## src/rtl/gray_tracker_pkg.sv

```systemverilog
// Shared definitions for the Gray counter consumer and its companions.
package gray_tracker_pkg;

    typedef enum logic [1:0] {
        INIT  = 2'd0,
        TRACK = 2'd1,
        FAULT = 2'd2
    } state_t;

    // 3-bit Gray to binary conversion
    function automatic logic [2:0] g2b(input logic [2:0] g);
        return {g[2], g[2] ^ g[1], g[2] ^ g[1] ^ g[0]};
    endfunction

endpackage

```

## src/rtl/gray_edge_det.sv

```systemverilog
// 1-bit rising-edge detector with registered pulse output.
module gray_edge_det (
    input  logic Clk,
    input  logic Reset,
    input  logic D,
    output logic Rise
);

    logic q;

    // Sample input every edge and pulse on a 0->1 change of the sampled value
    always_ff @(posedge Clk or posedge Reset) begin
        if (Reset) begin
            q    <= 1'b0;
            Rise <= 1'b0;
        end else begin
            q    <= D;
            Rise <= D & ~q;
        end
    end

endmodule

```

## src/rtl/gray_tracker.sv

```systemverilog
// Tracks a 3-bit up-counting Gray sequence: binary position, step/wrap
// pulses and counters, and a sticky fault for illegal transitions.
module gray_tracker
    import gray_tracker_pkg::*;
#(
    parameter int unsigned STEP_W = 8,
    parameter int unsigned WRAP_W = 4
) (
    input  logic              Clk,
    input  logic              Reset,
    input  logic              Clr,
    input  logic [2:0]        Gray,
    input  logic              Ovf,
    output logic [2:0]        Bin,
    output logic              Step,
    output logic              Wrap,
    output logic              OvfRise,
    output logic [STEP_W-1:0] Steps,
    output logic [WRAP_W-1:0] Wraps,
    output logic              Err
);

    state_t     state;
    logic [2:0] prev;
    logic [2:0] gray_bin;

    // Binary position of the incoming Gray code
    always_comb begin
        gray_bin = g2b(Gray);
    end

    // Sequence tracking state machine with registered outputs
    always_ff @(posedge Clk or posedge Reset) begin
        if (Reset) begin
            state <= INIT;
            prev  <= '0;
            Bin   <= '0;
            Step  <= 1'b0;
            Wrap  <= 1'b0;
            Steps <= '0;
            Wraps <= '0;
        end else begin
            Step <= 1'b0;
            Wrap <= 1'b0;
            if (Clr) begin
                state <= INIT;
                prev  <= '0;
                Bin   <= '0;
                Steps <= '0;
                Wraps <= '0;
            end else begin
                case (state)
                    INIT: begin
                        prev  <= Gray;
                        Bin   <= gray_bin;
                        state <= TRACK;
                    end
                    TRACK: begin
                        if (Gray == prev) begin
                            state <= TRACK;
                        end else if (gray_bin == Bin + 3'd1) begin
                            prev  <= Gray;
                            Bin   <= gray_bin;
                            Step  <= 1'b1;
                            Steps <= Steps + STEP_W'(1);
                            if (Bin == 3'd7) begin
                                Wrap <= 1'b1;
                                if (Wraps != '1)
                                    Wraps <= Wraps + WRAP_W'(1);
                            end
                        end else begin
                            state <= FAULT;
                        end
                    end
                    FAULT: begin
                        state <= FAULT;
                    end
                    default: begin
                        state <= INIT;
                    end
                endcase
            end
        end
    end

    assign Err = (state == FAULT);

    // Overflow edge detection runs regardless of tracking state or Clr
    gray_edge_det u_ovf_edge (
        .Clk   (Clk),
        .Reset (Reset),
        .D     (Ovf),
        .Rise  (OvfRise)
    );

endmodule

```

## config.mk

```make
export PLATFORM = sky130hd
export DESIGN_NAME = gray_tracker
export DESIGN_NICKNAME = d
export VERILOG_FILES = /design/src/rtl/gray_tracker_pkg.sv /design/src/rtl/gray_edge_det.sv /design/src/rtl/gray_tracker.sv
export SDC_FILE = /design/constraint.sdc
export NUM_CORES = 1
export LEC_CHECK = 0
export ABC_AREA = 1
export CAP_MARGIN = 10
export CORE_MARGIN = 2
export CORE_UTILIZATION = 46
export CTS_CLUSTER_SIZE = 28
export DETAILED_ROUTE_END_ITERATION = 8
export PLACE_DENSITY_LB_ADDON = 0.3
export SYNTH_ARGS = -nofsm -noshare
export SYNTH_HDL_FRONTEND = slang
export SYNTH_HIERARCHICAL = 1
export SYNTH_SLANG_ARGS = --single-unit
```

## constraint.sdc

```tcl
create_clock -name Clk -period 1.8 [get_ports Clk]
set_input_delay 0.18 -clock Clk [delete_from_list [all_inputs] [get_ports Clk]]
set_output_delay 0.18 -clock Clk [all_outputs]
set_load 0.005 [all_outputs]
```

======== Word level (Yosys, flattened, before mapping) ========
Cells that the tools add are included.
word-level totals
  logic and storage cells ................. 66
  register bits after elaboration ......... 24
  output and inout port bits .............. 19
  input bits .............................. 7
operators by class
  equality and inequality tests ........... 10
  bitwise gates (word level) .............. 4
  reduce and logical (&&, ||, !) cells .... 9
  multiplexer cells ....................... 31
  $add $sub $neg .......................... 3
operator list
  cell                                                                   count
  8-bit two-way mux                                                      4
  4-bit two-way mux                                                      6
  3-bit two-way mux                                                      6
  3-bit one-hot mux with 2 select lines                                  2
  1-bit two-way mux                                                      9
  8-bit by 1-bit adder with 8-bit output, second input constant          1
  4-bit inequality test, second input constant                           2
  2-bit nonzero test                                                     4
  3-bit equality test                                                    2
  2-bit two-way mux                                                      3
  3-bit inequality test, second input constant                           2
  2-bit one-hot mux with 3 select lines                                  1
  3-bit AND reduction                                                    2
  5-bit AND reduction                                                    1
  4-bit by 1-bit adder with 4-bit output, second input constant          1
  3-bit by 1-bit adder with 3-bit output, second input constant          1
  3-bit equality test, second input constant                             1
  3-bit nonzero test                                                     1
  2-bit by 1-bit equality test with 1-bit output, second input constant  1
  2-bit equality test, second input constant                             1
  2-bit zero test                                                        1
  2-bit inequality test, second input constant                           1
  1-bit XOR                                                              2
  1-bit bitwise AND                                                      1
  1-bit NOT                                                              1

======== Longest topological paths before layout ========
Gate-level depths: netlist (run 1).
  depth after elaboration ................. 7
  depth in mapped cells ................... 11
  gate-level depth less buffers ........... 11

======== Hierarchy ========
Netlist (run 1), hierarchy kept.
modules (own cells, without submodules)
  module         cells each  sequential area each (µm²)  instances  area an instance (µm²)
  gray_tracker   175         525.5                       1          1336.3
  gray_edge_det  5           50.0                        1          63.8

======== Least setup slack after synthesis (run 1) ========
OpenSTA, ideal clock, no wires.
  path kind ............................... register -> register
  from .................................... register Bin[0]
  to ...................................... register Bin[0]
  buffers on the path ..................... 0
  arrival ................................. 1.688 ns
  path slack .............................. -0.006 ns
  clock period less this slack ............ 1.806 ns
  stages on the path, launching flop included .. 10
  required time ........................... 1.683 ns
  library setup time ...................... 0.117 ns
  cell sequence ........................... dfrtp_1 -> ha_1 -> ha_1 -> xor2_1 -> nor2_4 -> nand3_2 -> nand3_2 -> nand3_2 -> nand2_1 -> nand2_1
on the way
  cells in the longest elaborated chain, start to end .. 4
ends and longest elaborated chain
  element                                 RTL line            text
  from (decl)                             gray_tracker.sv:14  output logic [2:0] Bin,
  from (signal assigned)                  gray_tracker.sv:55  Bin <= gray_bin;
  from (signal assigned)                  gray_tracker.sv:63  Bin <= gray_bin;
  3-bit by 1-bit adder with 3-bit output  gray_tracker.sv:61  end else if (gray_bin == Bin + 3'd1) begin
  3-bit equality test                     gray_tracker.sv:61
  3-bit inequality test (no line)         -
  3-bit AND reduction (no line)           -
No other way between the ends.
A chain may end at the register's enable or synchronous reset.

======== Worst setup path in the final report (run 1) ========
Same ends and word-level chain as after synthesis.

==> results.cfg, run 1 <==
[run_status]
outcome = finished clean

[hold_path]
min_path_type = in -> async

[yosys]
synth_flop_cell = dfrtp_1
synth.area.mux_share_pct = 0
syn-instance-count = 180
synth-simple-area-share_pct = 37.2
synth_cell_types = 30
ys_seq_area_share_pct = 41.1
synth_fp_nets = 191
synth-edff-count = 0
synth_compound_area_share_pct = 5.99
synth_fa_ha_area_share_pct = 3.57
avgSynthCellArea_um2 = 7.78
synth_xor_area_share_pct = 3.75
synth_top_family_by_area = simple AND/OR/NAND/NOR gates
synth-async-reset-ratio_pct = 100
syn_area_um2 = 1400
ys_ff_latch = 23
yosys_warnings = 6

[flow_run]
drv_cap = 0

[floorplan]
floorplan.core_area_um2 = 2980
initial_core_util_pct = 47.0
fp-row-count = 20
die_area_um2 = 3500
die_h_um = 59.2
die_w_um = 59.2
ioPinCount = 26

[power_and_ir_drop]
peakVddDrop_v = 0.000465
power.total_mw = 1.63
cellPowerDensity_nw_per_um2 = 882
leakage_nw = 0.904

[global_routing]
grt_overflow_total = 0
grt_max_degree = 22
grt_pass1_vias = 1322
antenna_found_initial = 0
globalRouteTotalUtil_pct = 19.1
grt_pass1_wl_um = 5180

[timing]
worst_pin_slew_ns = 0.583
fmax_mhz = 569
finalCriticalPeriod_ns = 1.76
finalMaxSlewViolations = 0
rsz0062_at_grt = true
layout_setup_ws_ns = 0.0426
hold_viol = 0
slew_headroom_pct = 61.1
fin_worst_skew_ns = 0.0125
setup_tns_ns = 0
post-route-period-util_pct = 97.6
setup_viol = 0

[detailed_routing]
met1_length_um = 1290
antenna_left = 0
wirelength_um = 3080
topRoutingLayerUsed = met4
drt_iter0_drc = 45
via_per_inst = 5.40
wl_per_cell_um = 12.3
first_pass_iters = 4
wl_met2_um = 1600
drc_errors = 0
vias = 1349
wl_met3_um = 107

[final_layout]
drive_gt1_share_pct = 18.0
stdcell_area_um2 = 1850
nets = 229
area_delta_synth_final_pct = 31.8
antenna_cells = 0

[critical_path]
end_kind = flop
cp_slowest_cell = dfrtp_1
cp-start-kind = flop
slowest_delay_ns = 0.41
crit_chain = ha_2 > ha_4 > xor2_2 > nor2_4 > nand3_4 > nand3_4 > nand3_4 > nand2_1 > nand2_1
crit_required_ns = 2.00
crit_top_cell = nand3_4
crit_type = reg -> reg
arrival_ns = 1.96
worstPathMaxFanout = 6

[place]
dpl_cell_area_um2 = 1760
portBuffers = 25
post-dp-hpwl_um = 2460
post-place-ws_ns = -0.0489
gp_congestion = 0.912

[cts]
clockRootBuffer = clkbuf_4
cts.clk_slew.worst_paths_ns = 0.13
htree_levels = 1
clkLatencyLatePin_ns = 0.31
cts_num_sinks = 23
clk_path_buf_depth = 2
numCtsBuffers = 3
tritoncts = built
registers in the layout, summed over array words and instances (netlist names):
signal           flops
Bin                  3
Step                 1
Steps                8
Wrap                 1
Wraps                4
prev                 2
state                2
u_ovf_edge/Rise      1
u_ovf_edge/q         1
metrics by stage:
stage                     std cells  hold slack, ns  utilization (%)
after floorplan                 180         -0.0788                -
after global placement          244           0.358             59.2
after detailed placement        244           0.380             59.2
after CTS                       248          0.0368             61.0
after global routing            250          0.0377             62.0
final                           250          0.0327             62.0
layout by cell type (no fill, tap or decap), types with 3 or more instances in the layout:
cell	netlist	final
dfrtp_1	23	23
inv_1	24	24
buf_4	1	12
nand3_4	1	4
nand3_2	5	3
clkbuf_4	0	3
nor2_1	18	17
o21ai_0	5	5
nand2_2	3	4
nand4_1	11	11
clkdlybuf4s50_1	0	25
nand3_1	12	11
nand2_1	41	40
xnor2_1	3	3
nor3_1	5	5
nor2_2	2	3
Yosys cell counts (all sizes together), types with 2 or more instances:
cell / number / area, µm²
o21ai: 6 / 30.0
nand4: 11 / 68.8
xor2: 3 / 26.3
a21oi: 3 / 18.8
dfrtp: 23 / 576
nor2: 22 / 103
nand3: 18 / 128
inv: 26 / 97.6
xnor2: 3 / 26.3
ha: 4 / 50.1
o21bai: 2 / 15.0
nor3: 5 / 25.0
or2: 2 / 12.5
nand2: 45 / 184
a31oi: 2 / 12.5
buf: 3 / 16.3
worst max-delay path, delay by kind of cell (launching register included):
| family | cells | cell delay [ns] |
|---|---|---|
| adder cells (fa/ha/maj) | 2 | 0.43 |
| AND/OR/NAND/NOR | 6 | 0.67 |
| XOR/XNOR | 1 | 0.15 |
| flip-flops | 1 | 0.41 |
report_power, final:
part	internal [mW]	switching, mW	total (mW)
registers	0.589	0.0741	0.664
logic	0.339	0.392	0.731
clock network	0.0863	0.147	0.233
timing repair:
| item | in CTS | in global routing |
|---|---|---|
| pin swaps | 4 | 5 |
| buffers inserted | 0 | 2 |
| endpoints found under the hold margin | 0 | 0 |
| resized for setup | 3 | 5 |
| endpoints found under the setup margin | 7 | 6 |
| hold buffers | 0 | 0 |
routing by layer:
layer	up-vias	track usage (%)
met1	633	21.8
met2	48	35.4
met3	12	1.97
li1	656	-
met4	0	8.77
met5	-	0
area by class of cell:
cell class	instances	area [µm²]
Fill cell	272	1130
Multi-Input combinational cell	127	762
Sequential cell	23	576
Timing Repair Buffer	37	340
Inverter	26	100
Tap cell	33	41.3
Clock buffer	4	26.3
logic make-up after synthesis:
logic type,Yosys count
xor gates and xnor gates,6
and+or+nand+nor,103
AOI/OAI and AO/OA,14
DFF,23
adders and majority gates,4
buffers and inverters,30
final timing paths:
kind,depth (start not counted),startpoint,slack [ns],end
worst min register to register,1,u_ovf_edge/q,0.42,u_ovf_edge/Rise
worst min-delay path,2,Reset,0.03,u_ovf_edge/Rise
worst max-delay path,9,Bin[0],0.04,Bin[0]
max in group asynchronous,3,Reset,1.36,Wraps[2]
worst max register to register,9,Bin[0],0.04,Bin[0]
min in group Clk,1,Ovf,0.33,u_ovf_edge/q
(Power assumes the default switching activity.)
==> run 2: changes to the inputs <==
Settings changed: GPL_ROUTABILITY_DRIVEN set to 0.
==> results of run 2 <==
Final layout, timing and power as in run 1 (identical DEF).
==> run 3: changes to the inputs <==
Settings changed: CORE_ASPECT_RATIO set to 1.2, SKIP_LAST_GASP set to 1, TNS_END_PERCENT set to 50.
==> run 3 against run 2 <==
Clock power increased by 9.0%. Via count decreased by 3.0%. Clock-buffer cell count decreased by 1. Register-to-register slack got worse by 0.02 ns. Final area decreased by 0.75%. Combinational power about the same. Maximum frequency decreased by 0.96%. Largest power group unchanged.
==> results.cfg, run 3 (synthesis gave the netlist of run 1 again) <==
[cts]
clkLatencyLatePin_ns = 0.32
cts.clk_slew.worst_paths_ns = 0.14
clockRootBuffer = clkbuf_4
postCtsHoldBufs = 0
htree_levels = 1
tritoncts = built
cts_num_sinks = 23
clk_path_buf_depth = 2
numCtsBuffers = 3

[place]
place_inst = 243
post-dp-hpwl_um = 2510
portBuffers = 25
dpl_cell_area_um2 = 1750

[final_layout]
largest_reg_flops = 8
layout_common_cells = nand2_1 (38), clkdlybuf4s50_1 (25), inv_1 (24)
largest_register = Steps
stdcell_area_um2 = 1830
drive_gt1_share_pct = 17.8
final_cells = 248
final_common_cell = nand2_1
antenna_cells = 0
reg.largest.list = Steps: 8 flops, Wraps: 4 flops, Bin: 3 flops
nets = 226
area_delta_synth_final_pct = 30.8

[critical_path]
crit_path_end = Bin[1]
startpoint = Bin[0]
r2r_start = Bin[0]
worstPathMaxFanout = 6
crit_required_ns = 2.03
arrival_ns = 2.00
cp-start-kind = flop
end_kind = flop
rr_endpoint = Bin[1]
r2r_slack_ns = 0.03
crit_type = reg -> reg
reg2reg_depth = 9

[floorplan]
initial_core_util_pct = 49.3
die_w_um = 54.4
fp-row-count = 21
die_area_um2 = 3500
floorplan.core_area_um2 = 2840
die_h_um = 64.4
ioPinCount = 26

[power_and_ir_drop]
switching_power_uw = 645
leakage_nw = 0.897
power_frac_clock_pct = 15.4
power_frac_seq_pct = 40.4
p_sw_share_pct = 39.2
power.internal_mw = 1.00
cellPowerDensity_nw_per_um2 = 900
peakVddDrop_v = 0.000590
combPwrFrac_pct = 44.2

[timing]
hold_viol = 0
slew_headroom_pct = 61.2
setup_tns_ns = 0
post-route-period-util_pct = 98.6
finalMaxSlewViolations = 0
fin_worst_skew_ns = 0.00470
fmax_mhz = 564
finalCriticalPeriod_ns = 1.77
setup_viol = 0
rsz0062_at_grt = true
worst_pin_slew_ns = 0.581

[detailed_routing]
first_pass_iters = 4
vias = 1308
wl_per_cell_um = 13.2
drt_iter0_drc = 26
via_per_inst = 5.27
antenna_left = 0
drc_errors = 0
wirelength_um = 3280

[global_routing]
antenna_found_initial = 0
grt_pass1_vias = 1276
grt_overflow_total = 0
globalRouteTotalUtil_pct = 20.9
grt_pass1_wl_um = 5420
grt_max_degree = 22

[hold_path]
min_path_type = in -> async

[flow_run]
drv_cap = 0

[run_status]
outcome = finished clean
==> run 3: power by group through the flow <==
| stage | clock network, mW | registers, mW | logic, mW |
|---|---|---|---|
| after floorplan | 0 | 0.669 | 0.413 |
| after global placement | 0 | 0.666 | 0.653 |
| after detailed placement | 0 | 0.670 | 0.669 |
| after CTS | 0.254 | 0.659 | 0.682 |
| after global routing | 0.287 | 0.674 | 0.811 |
| final | 0.254 | 0.665 | 0.729 |
==> run 3: how the worst min path moves through the flow <==
stage               startpoint         endpoint  cells after the start
floorplan                Reset  u_ovf_edge/Rise                      1
global placement         Reset  u_ovf_edge/Rise                      2
detailed placement       Reset     u_ovf_edge/q                      2
CTS                      Reset     u_ovf_edge/q                      2
global route             Reset  u_ovf_edge/Rise                      2
finish                   Reset     u_ovf_edge/q                      2
==> run 3: final cells by class <==
cell class,instances,area [µm²]
repair buffers,34,318
clock buffers,3,22.5
flip-flops and latches,23,576
fillers,253,1010
clock inverters,1,5.00
inverters,26,97.6
multi-input cells,127,771
well taps,34,42.5
==> run 3: layer usage <==
layer	track usage (%)	share of wire, %	up-vias
met1	23.6	39	624
met5	0	0	-
met4	7.50	1.2	0
met2	37.5	56	29
li1	-	-	650
met3	3.69	3.9	5
==> run 3: per-stage QoR <==
| step | utilization [%] | power [mW] | hold WS [ns] | setup slack [ns] |
|---|---|---|---|---|
| after detailed placement | 61.6 | 1.34 | 0.387 | -0.111 |
| after CTS | 62.8 | 1.59 | 0.0293 | 0.0133 |
| after floorplan | - | 1.08 | -0.0788 | 0.0213 |
| final | 64.6 | 1.65 | 0.0244 | 0.0256 |
| after global placement | 61.6 | 1.32 | 0.362 | -0.0636 |
| after global routing | 64.6 | 1.77 | 0.0244 | -0.0398 |
==> run 3: what timing repair did <==
action	4_1_cts	5_1_grt
endpoints found under the setup margin	7	18
gates resized for setup	1	8
pin swaps	1	3
setup buffers	0	1
==> run 3: worst max-delay path: stages, from the launching register on <==
cell     delay, ns
dfrtp_1       0.43
ha_2          0.21
ha_4          0.22
xor2_2        0.16
nor2_4        0.15
nand3_4       0.14
nand3_4       0.12
nand3_4       0.10
nand2_1       0.10
nand2_1       0.05
